## src/rtl/adc_frm_pkg.sv

```systemverilog
// Shared definitions for the ADC write-side framer: state encoding, header position and
// drop-counter width.
package adc_frm_pkg;

    typedef enum logic [1:0] {
        ST_IDLE  = 2'd0,
        ST_WRITE = 2'd1,
        ST_CLOSE = 2'd2,
        ST_GAP   = 2'd3
    } frm_state_e;

    localparam int HDR_ADDR = 0;
    localparam int DROP_W   = 16;

endpackage

```

## src/rtl/frm_gap_timer.sv

```systemverilog
// Counts consecutive enabled cycles and flags the cycle in which the count would reach
// GAP_MAX. Shared by the write framer and the read-side DMA.
module frm_gap_timer #(
    parameter int GAP_MAX = 16
) (
    input  logic clock,
    input  logic reset,
    input  logic clr,
    input  logic en,
    output logic expired
);

    localparam int CW = $clog2(GAP_MAX + 1);

    logic [CW-1:0] count;

    always_ff @(posedge clock) begin
        if (reset || clr)
            count <= '0;
        else if (en)
            count <= count + CW'(1);
    end

    // Combinational so the owner can react on the very edge that sees the GAP_MAX-th idle cycle.
    assign expired = en && (count == CW'(GAP_MAX - 1));

endmodule

```

## src/rtl/adc_frame_writer.sv

```systemverilog
// Write-side framer: on a trigger, writes a sequence header plus one frame of ADC samples
// into the ping-pong buffer write port, aborting on a long sample gap.
module adc_frame_writer
    import adc_frm_pkg::*;
#(
    parameter int DATA_W    = 8,
    parameter int ADDR_BITS = 14,
    parameter int GAP_MAX   = 16
) (
    input  logic                 Wr_Clk,
    input  logic                 reset,
    input  logic                 trig_i,
    input  logic [ADDR_BITS-1:0] frm_len_i,
    input  logic                 smp_valid_i,
    input  logic [DATA_W-1:0]    smp_data_i,
    input  logic                 Wr_ready_i,
    output logic                 Wr_en_o,
    output logic [ADDR_BITS-1:0] Wr_Addr_o,
    output logic [DATA_W-1:0]    Wr_data_o,
    output logic                 Wr_frm_ok_o,
    output logic                 busy_o,
    output logic [DATA_W-1:0]    frm_seq_o,
    output logic [DROP_W-1:0]    drop_cnt_o
);

    frm_state_e           state;
    logic [ADDR_BITS-1:0] last_addr;
    logic [ADDR_BITS-1:0] len_last;
    logic                 trig_q;
    logic                 gap_clr;
    logic                 gap_en;
    logic                 gap_expired;

    // Last address of the requested frame: zero length means the full address space, and
    // anything shorter than header plus one sample is stretched to two words.
    always_comb begin
        len_last = frm_len_i - ADDR_BITS'(1);
        if (frm_len_i == '0)
            len_last = '1;
        else if (frm_len_i < ADDR_BITS'(2))
            len_last = ADDR_BITS'(1);
    end

    assign gap_en  = (state == ST_WRITE) && !smp_valid_i;
    assign gap_clr = (state != ST_WRITE) || smp_valid_i;

    frm_gap_timer #(
        .GAP_MAX (GAP_MAX)
    ) u_gap_timer (
        .clock   (Wr_Clk),
        .reset   (reset),
        .clr     (gap_clr),
        .en      (gap_en),
        .expired (gap_expired)
    );

    assign busy_o = (state != ST_IDLE);

    // Frame FSM with registered buffer-port outputs. GAP also acts as the start decision
    // point so back-to-back frames see exactly two low Wr_en cycles.
    always_ff @(posedge Wr_Clk) begin
        if (reset) begin
            state       <= ST_IDLE;
            last_addr   <= '0;
            trig_q      <= 1'b0;
            Wr_en_o     <= 1'b0;
            Wr_Addr_o   <= '0;
            Wr_data_o   <= '0;
            Wr_frm_ok_o <= 1'b0;
            frm_seq_o   <= '0;
            drop_cnt_o  <= '0;
        end else begin
            trig_q <= trig_i;
            case (state)
                ST_IDLE, ST_GAP: begin
                    Wr_frm_ok_o <= 1'b0;
                    if (trig_i && Wr_ready_i) begin
                        state     <= ST_WRITE;
                        last_addr <= len_last;
                        Wr_en_o   <= 1'b1;
                        Wr_Addr_o <= ADDR_BITS'(HDR_ADDR);
                        Wr_data_o <= frm_seq_o;
                    end else begin
                        state <= ST_IDLE;
                        if (state == ST_IDLE && trig_i && !trig_q && drop_cnt_o != '1)
                            drop_cnt_o <= drop_cnt_o + DROP_W'(1);
                    end
                end
                ST_WRITE: begin
                    if (Wr_Addr_o == last_addr) begin
                        state       <= ST_CLOSE;
                        Wr_en_o     <= 1'b0;
                        Wr_frm_ok_o <= 1'b1;
                    end else if (gap_expired) begin
                        state       <= ST_CLOSE;
                        Wr_en_o     <= 1'b0;
                        Wr_frm_ok_o <= 1'b0;
                    end else if (smp_valid_i) begin
                        Wr_Addr_o <= Wr_Addr_o + ADDR_BITS'(1);
                        Wr_data_o <= smp_data_i;
                    end
                end
                ST_CLOSE: begin
                    state       <= ST_GAP;
                    Wr_frm_ok_o <= 1'b0;
                    if (Wr_frm_ok_o)
                        frm_seq_o <= frm_seq_o + DATA_W'(1);
                end
                default: state <= ST_IDLE;
            endcase
        end
    end

endmodule
```

## config.mk

```make
export PLATFORM = sky130hd
export DESIGN_NAME = adc_frame_writer
export DESIGN_NICKNAME = d
export VERILOG_FILES = /design/src/rtl/adc_frm_pkg.sv /design/src/rtl/frm_gap_timer.sv /design/src/rtl/adc_frame_writer.sv
export SDC_FILE = /design/constraint.sdc
export NUM_CORES = 1
export LEC_CHECK = 0
export BUFFER_PORTS_ARGS = -buffer_cell sky130_fd_sc_hd__buf_2
export CORE_ASPECT_RATIO = 1.5
export CORE_MARGIN = 1
export CORE_UTILIZATION = 59
export CTS_CLUSTER_SIZE = 14
export DETAILED_ROUTE_END_ITERATION = 8
export PLACE_DENSITY = 0.84
export SETUP_SLACK_MARGIN = 0.1
export SLEW_MARGIN = 20
export SYNTH_ARGS = -nofsm -noshare
export SYNTH_HDL_FRONTEND = slang
export SYNTH_SLANG_ARGS = --single-unit
```

## constraint.sdc

```tcl
create_clock -name Wr_Clk -period 5.2 [get_ports Wr_Clk]
set_input_delay 1.04 -clock Wr_Clk [delete_from_list [all_inputs] [get_ports Wr_Clk]]
set_output_delay 1.04 -clock Wr_Clk [all_outputs]
set_load 0.02 [all_outputs]
```

# Word level (Yosys, flattened, before mapping)
# Index checks and enable logic that the tools add are counted.
[word_totals]
regBits = 70
out_inout_bits = 49
input_bits = 27
[classes]
eq_ne = 12
add_sub_neg = 5
n_reduce_logical = 21
mux = 22
bitwise = 1
order_cmp = 1
[op_table]
columns = ["cell", "n"]
rows = [
  ["$mux 14", 6],
  ["$mux 8", 4],
  ["$pmux 14 s2", 1],
  ["$add 16x1->16 const B", 1],
  ["$ne 16x16->1 const B", 1],
  ["$pmux 8 s2", 1],
  ["$add 14x1->14 const B", 1],
  ["$eq 14x14->1", 1],
  ["$logic_not 14->1", 1],
  ["$lt 14x2->1 const B", 1],
  ["$sub 14x1->14 const B", 1],
  ["$add 8x1->8 const B", 1],
  ["$ne 2x2->1 const B", 4],
  ["$logic_and 1x1->1", 6],
  ["$pmux 2 s3", 1],
  ["$reduce_and 3->1", 2],
  ["$add 5x1->5 const B", 1],
  ["$eq 5x4->1 const B", 1],
  ["$mux 1", 5],
  ["$reduce_and 5->1", 1],
  ["$eq 2x2->1 const B", 2],
  ["$mux 2", 2],
  ["$pmux 1 s2", 2],
  ["$reduce_and 2->1", 2],
  ["10 further kinds", 13],
]

# Logic depth before layout (Yosys ltp)
[logic_depth]
ltp_word = 6
ltp_mapped = 8
depth_no_buf = 7

# Cells and area by module
# From an unflattened synthesis, not the netlist that was laid out.
[hier_totals]
hier_cells = 447
hier_area_um2 = 3890.0
[modules_own_cells]
columns = ["module", "area_per_inst_um2", "instances", "cells_each"]
rows = [
  ["adc_frame_writer", 3617.2, 1, 422],
  ["frm_gap_timer", 272.8, 1, 25],
]

# Least setup slack after synthesis
# No wires, ideal clock.
[synth_path]
path_kind = "in2reg"
from = "in frm_len_i[4]"
to = "reg last_addr[9]"
setup_ps = 128
t_required_ps = 5072
t_arrival_ps = 2394
path_slack_ps = 2677
path_stages = 6
path_buffers = 1
path_cell_list = "or4_1 -> clkbuf_1 -> nor3_1 -> nand2_1 -> o31ai_2 -> nor3_1"
[synth_via]
elab_chain_cells = 3
word_cells_on_any_way = 5
classes_between = "add/sub: 1; order compare: 1; mux: 2; reduce/logical: 1"
[synth_lines]
columns = ["element", "line", "source"]
rows = [
  ["start: declaration", "adc_frame_writer.sv:13", "input logic [ADDR_BITS-1:0] frm_len_i,"],
  ["$sub 14x1->14 or $lt 14x2->1 (tied branches)", "adc_frame_writer.sv:37, adc_frame_writer.sv:40", ""],
  ["$mux 14", "adc_frame_writer.sv:40", "else if (frm_len_i < ADDR_BITS'(2))"],
  ["$mux 14 *", "adc_frame_writer.sv:38", "if (frm_len_i == '0)"],
  ["end signal: assignment", "adc_frame_writer.sv:79", "last_addr <= len_last;"],
  ["end: declaration", "adc_frame_writer.sv:27", "logic [ADDR_BITS-1:0] last_addr;"],
]
# Mark *: on every way between the ends. The rest lies on a longest branch, timed or not.
# A chain may end at the register's enable or synchronous reset.

# Final worst setup path
[layout_path]
from = "in frm_len_i[4]"
to = "reg last_addr[10]"
# The elaborated chain is that of the path after synthesis.

==> results_dict.tcl <==
set metrics [dict create \
    crit_fanout 7 \
    synth_cell_types 53 \
    drive_above_1_share_pct 23.5 \
    intPower_mw 0.947 \
    seq_area_frac_synth_pct 37.6 \
    cts_root_buffer "clkbuf_8" \
    grt_pass1_wl_mm 14.8 \
    post_detail_place_hpwl_mm 6.50 \
    drtPass1Iterations 4 \
    switchingPower_mw 0.561 \
    area_of_the_die_mm2 0.00665 \
    die_width_um 66.9 \
    static-leakage-power_nw 1.70 \
    cts_hold_buf 0 \
    drt_total_wl_mm 9.16 \
    floorplan.io_pins 76 \
    worst_voltage_drop_across_the_vdd_grid_uv 229 \
    clock-skew-final_ps 4.39 \
    final.setup.tns_ps 0 \
    groute.usage.overall_pct 28.5 \
    p_seq_share_pct 41.9 \
    vias 3556 \
    tightest_slew_ps 1050 \
    syn-num-nets 468 \
    per_instance_average_area_after_synthesis_um2 8.67 \
    buffer_ports.inserted 75 \
    maximum_number_of_pins_on_one_net_before_global_route_repair 54 \
    flow.area_growth_from_synthesis_pct 14.9 \
    gate_count_post_synth 430 \
    layout_commonest_cell "buf_2" \
    cp_data_arrival_time_ps 2650 \
    insertion_delay_ps 350 \
    antenna_violating_nets_post_route 0 \
    routabilityCongestion 0.880 \
    gr-total-overflow 0 \
    drv_slew 0 \
    synth_top_flop_cell "dfxtp_1" \
    vias_in_the_first_global_route 3307 \
    post_cts_resize_count 0 \
    detail_route.iter0.violations 326 \
    num_antenna_cells 0 \
    max_freq_mhz 404 \
    rsz0062_at_grt "no" \
    final_critical_path_share_of_the_clock_period_pct 47.6 \
    final.min_clock_period_ps 2470 \
    setup_viol 0 \
    mappedNetlistArea_mm2 0.00373 \
    final_cell_area_mm2 0.00429 \
    share_of_synthesized_flip_flops_with_an_asynchronous_set_or_reset_pct 0 \
    wl_per_cell_um 15.9 \
    yosysWarnings 0 \
    hp-class "reg2reg" \
    path_class "in2reg" \
    p_clk_share_pct 25.8 \
    postSynthRegisterBits 70 \
    share_comb_of_total_power_pct 32.3 \
    max-slew-margin-rel_pct 29.6 \
    die_h_um 99.4 \
    timing.max_cap.violations 0 \
    synth_enable_flop_cells 0 \
    timing.critical_path.to_type "register" \
    cts.htree.levels 3 \
    detail_route.drc_violations 0 \
    core_area_mm2 0.00613 \
    power.total_mw 1.51 \
    total_power_divided_by_cell_area_mw_per_mm2 352 \
    result_of_the_run "complete, no violations" \
    dpl-instance-area_mm2 0.00412 \
    viasPerCell 6.17 \
    clock_sink_count 70 \
    tritoncts "done" \
    layout_common_cells "75 x buf_2, 70 x dfxtp_1, 41 x nor2_1" \
    grt_antenna_before_repair 0 \
    finalHoldViolCount 0 \
    nets 535 \
    cp_launch_type "input pin" \
    cts.clk_slew.worst_paths_ps 70 \
    tightest_hold_margin_ps 457 \
    num_rows 35 \
    cts_made_buffers 9 \
    initial_utilization_pct 60.8 \
    power_switching_share_pct 37.2 \
    ctsLongestPathBuffers 2 \
    timing.critical_path.required_ps 5380 \
    postCtsSetupBuffers 0 \
]
-- flip-flops by register name (all words and copies together) (netlist names) --
register and count:
Wr_en_o 1, trig_q 1, last_addr 14, drop_cnt_o 16, Wr_frm_ok_o 1, frm_seq_o 8
Wr_data_o 8, u_gap_timer.count 5, Wr_Addr_o 14, state 2
-- logic make-up (layout without fill, tap and decap cells) --
family / after synthesis / after routing / share of synthesized area [%]
XOR/XNOR: 33 / 33 / 7.75
AO/OA/AOI/OAI: 106 / 106 / 20.6
adder cells (fa/ha/maj): 11 / 11 / 3.69
flip-flops: 70 / 70 / 37.6
AND/OR/NAND/NOR: 164 / 164 / 23.6
multiplexers: 9 / 9 / 2.42
buffers and inverters: 37 / 109 / 4.33
-- stage by stage --
step                util, %  cells  setup WS, ps
CTS                    69.9    576          2560
finish                 69.9    576          2730
floorplan                 -    430          2680
detailed placement     67.1    560          2390
global placement       67.1    560          2460
global route           69.9    576          2590
-- per-layer routing --
metal  GRT usage, %  routed length (um)  vias to the layer above
li1               -                   -                     1740
met1           32.8                3870                     1679
met2           49.3                4700                      120
met3           6.08                 389                       17
met4           12.3                 187                        0
met5              0                   0                        -
-- final timing paths --
kind                                                         from                                end  slack (ps)  cells after the start
worst max-delay path                                 frm_len_i[4]         last_addr[10]$_SDFFE_PP0P_        2730                      6
worst min-delay path            u_gap_timer.count[0]$_SDFFE_PP0P_  u_gap_timer.count[0]$_SDFFE_PP0P_         460                      1
worst max register to register              state[0]$_SDFFE_PP0P_         drop_cnt_o[8]$_SDFFE_PP0P_        2820                      7
worst min register to register  u_gap_timer.count[0]$_SDFFE_PP0P_  u_gap_timer.count[0]$_SDFFE_PP0P_         460                      1
-- critical path, cell delays in order --
cell,delay [ps]
buf_2,110
or4_1,660
nor3_1,240
nand2_1,220
o31ai_2,300
a211oi_1,70
-- synthesized netlist by cell type (11+ instances only) --
library cell / n / area share [%]
xor2_1: 14 / 3.3
nor3_1: 16 / 2.1
nor2_1: 41 / 4.1
nand3_1: 21 / 2.8
nand2_1: 23 / 2.3
xnor2_1: 19 / 4.5
clkbuf_1: 15 / 1.5
dfxtp_1: 70 / 38
or3_1: 11 / 1.8
a21oi_1: 38 / 5.1
inv_1: 15 / 1.5
ha_1: 11 / 3.7
-- cell type report --
cell class	instances	area (um2)
clock buffers	12	145
clock inverters	4	22.5
fillers	510	1850
inverters	16	60.1
multi-input cells	323	2170
flip-flops and latches	70	1400
well taps	74	92.6
repair buffers	77	390
-- power groups by stage --
stage          clock network, mW  registers, mW  logic (mW)
3_5_place_dp                   0          0.644       0.480
3_3_place_gp                   0          0.642       0.468
2_1_floorplan                  0          0.678       0.318
6_report                   0.389          0.632       0.487
4_1_cts                    0.389          0.632       0.483
5_1_grt                    0.415          0.639       0.529
Power figures use the tool's default switching activity.
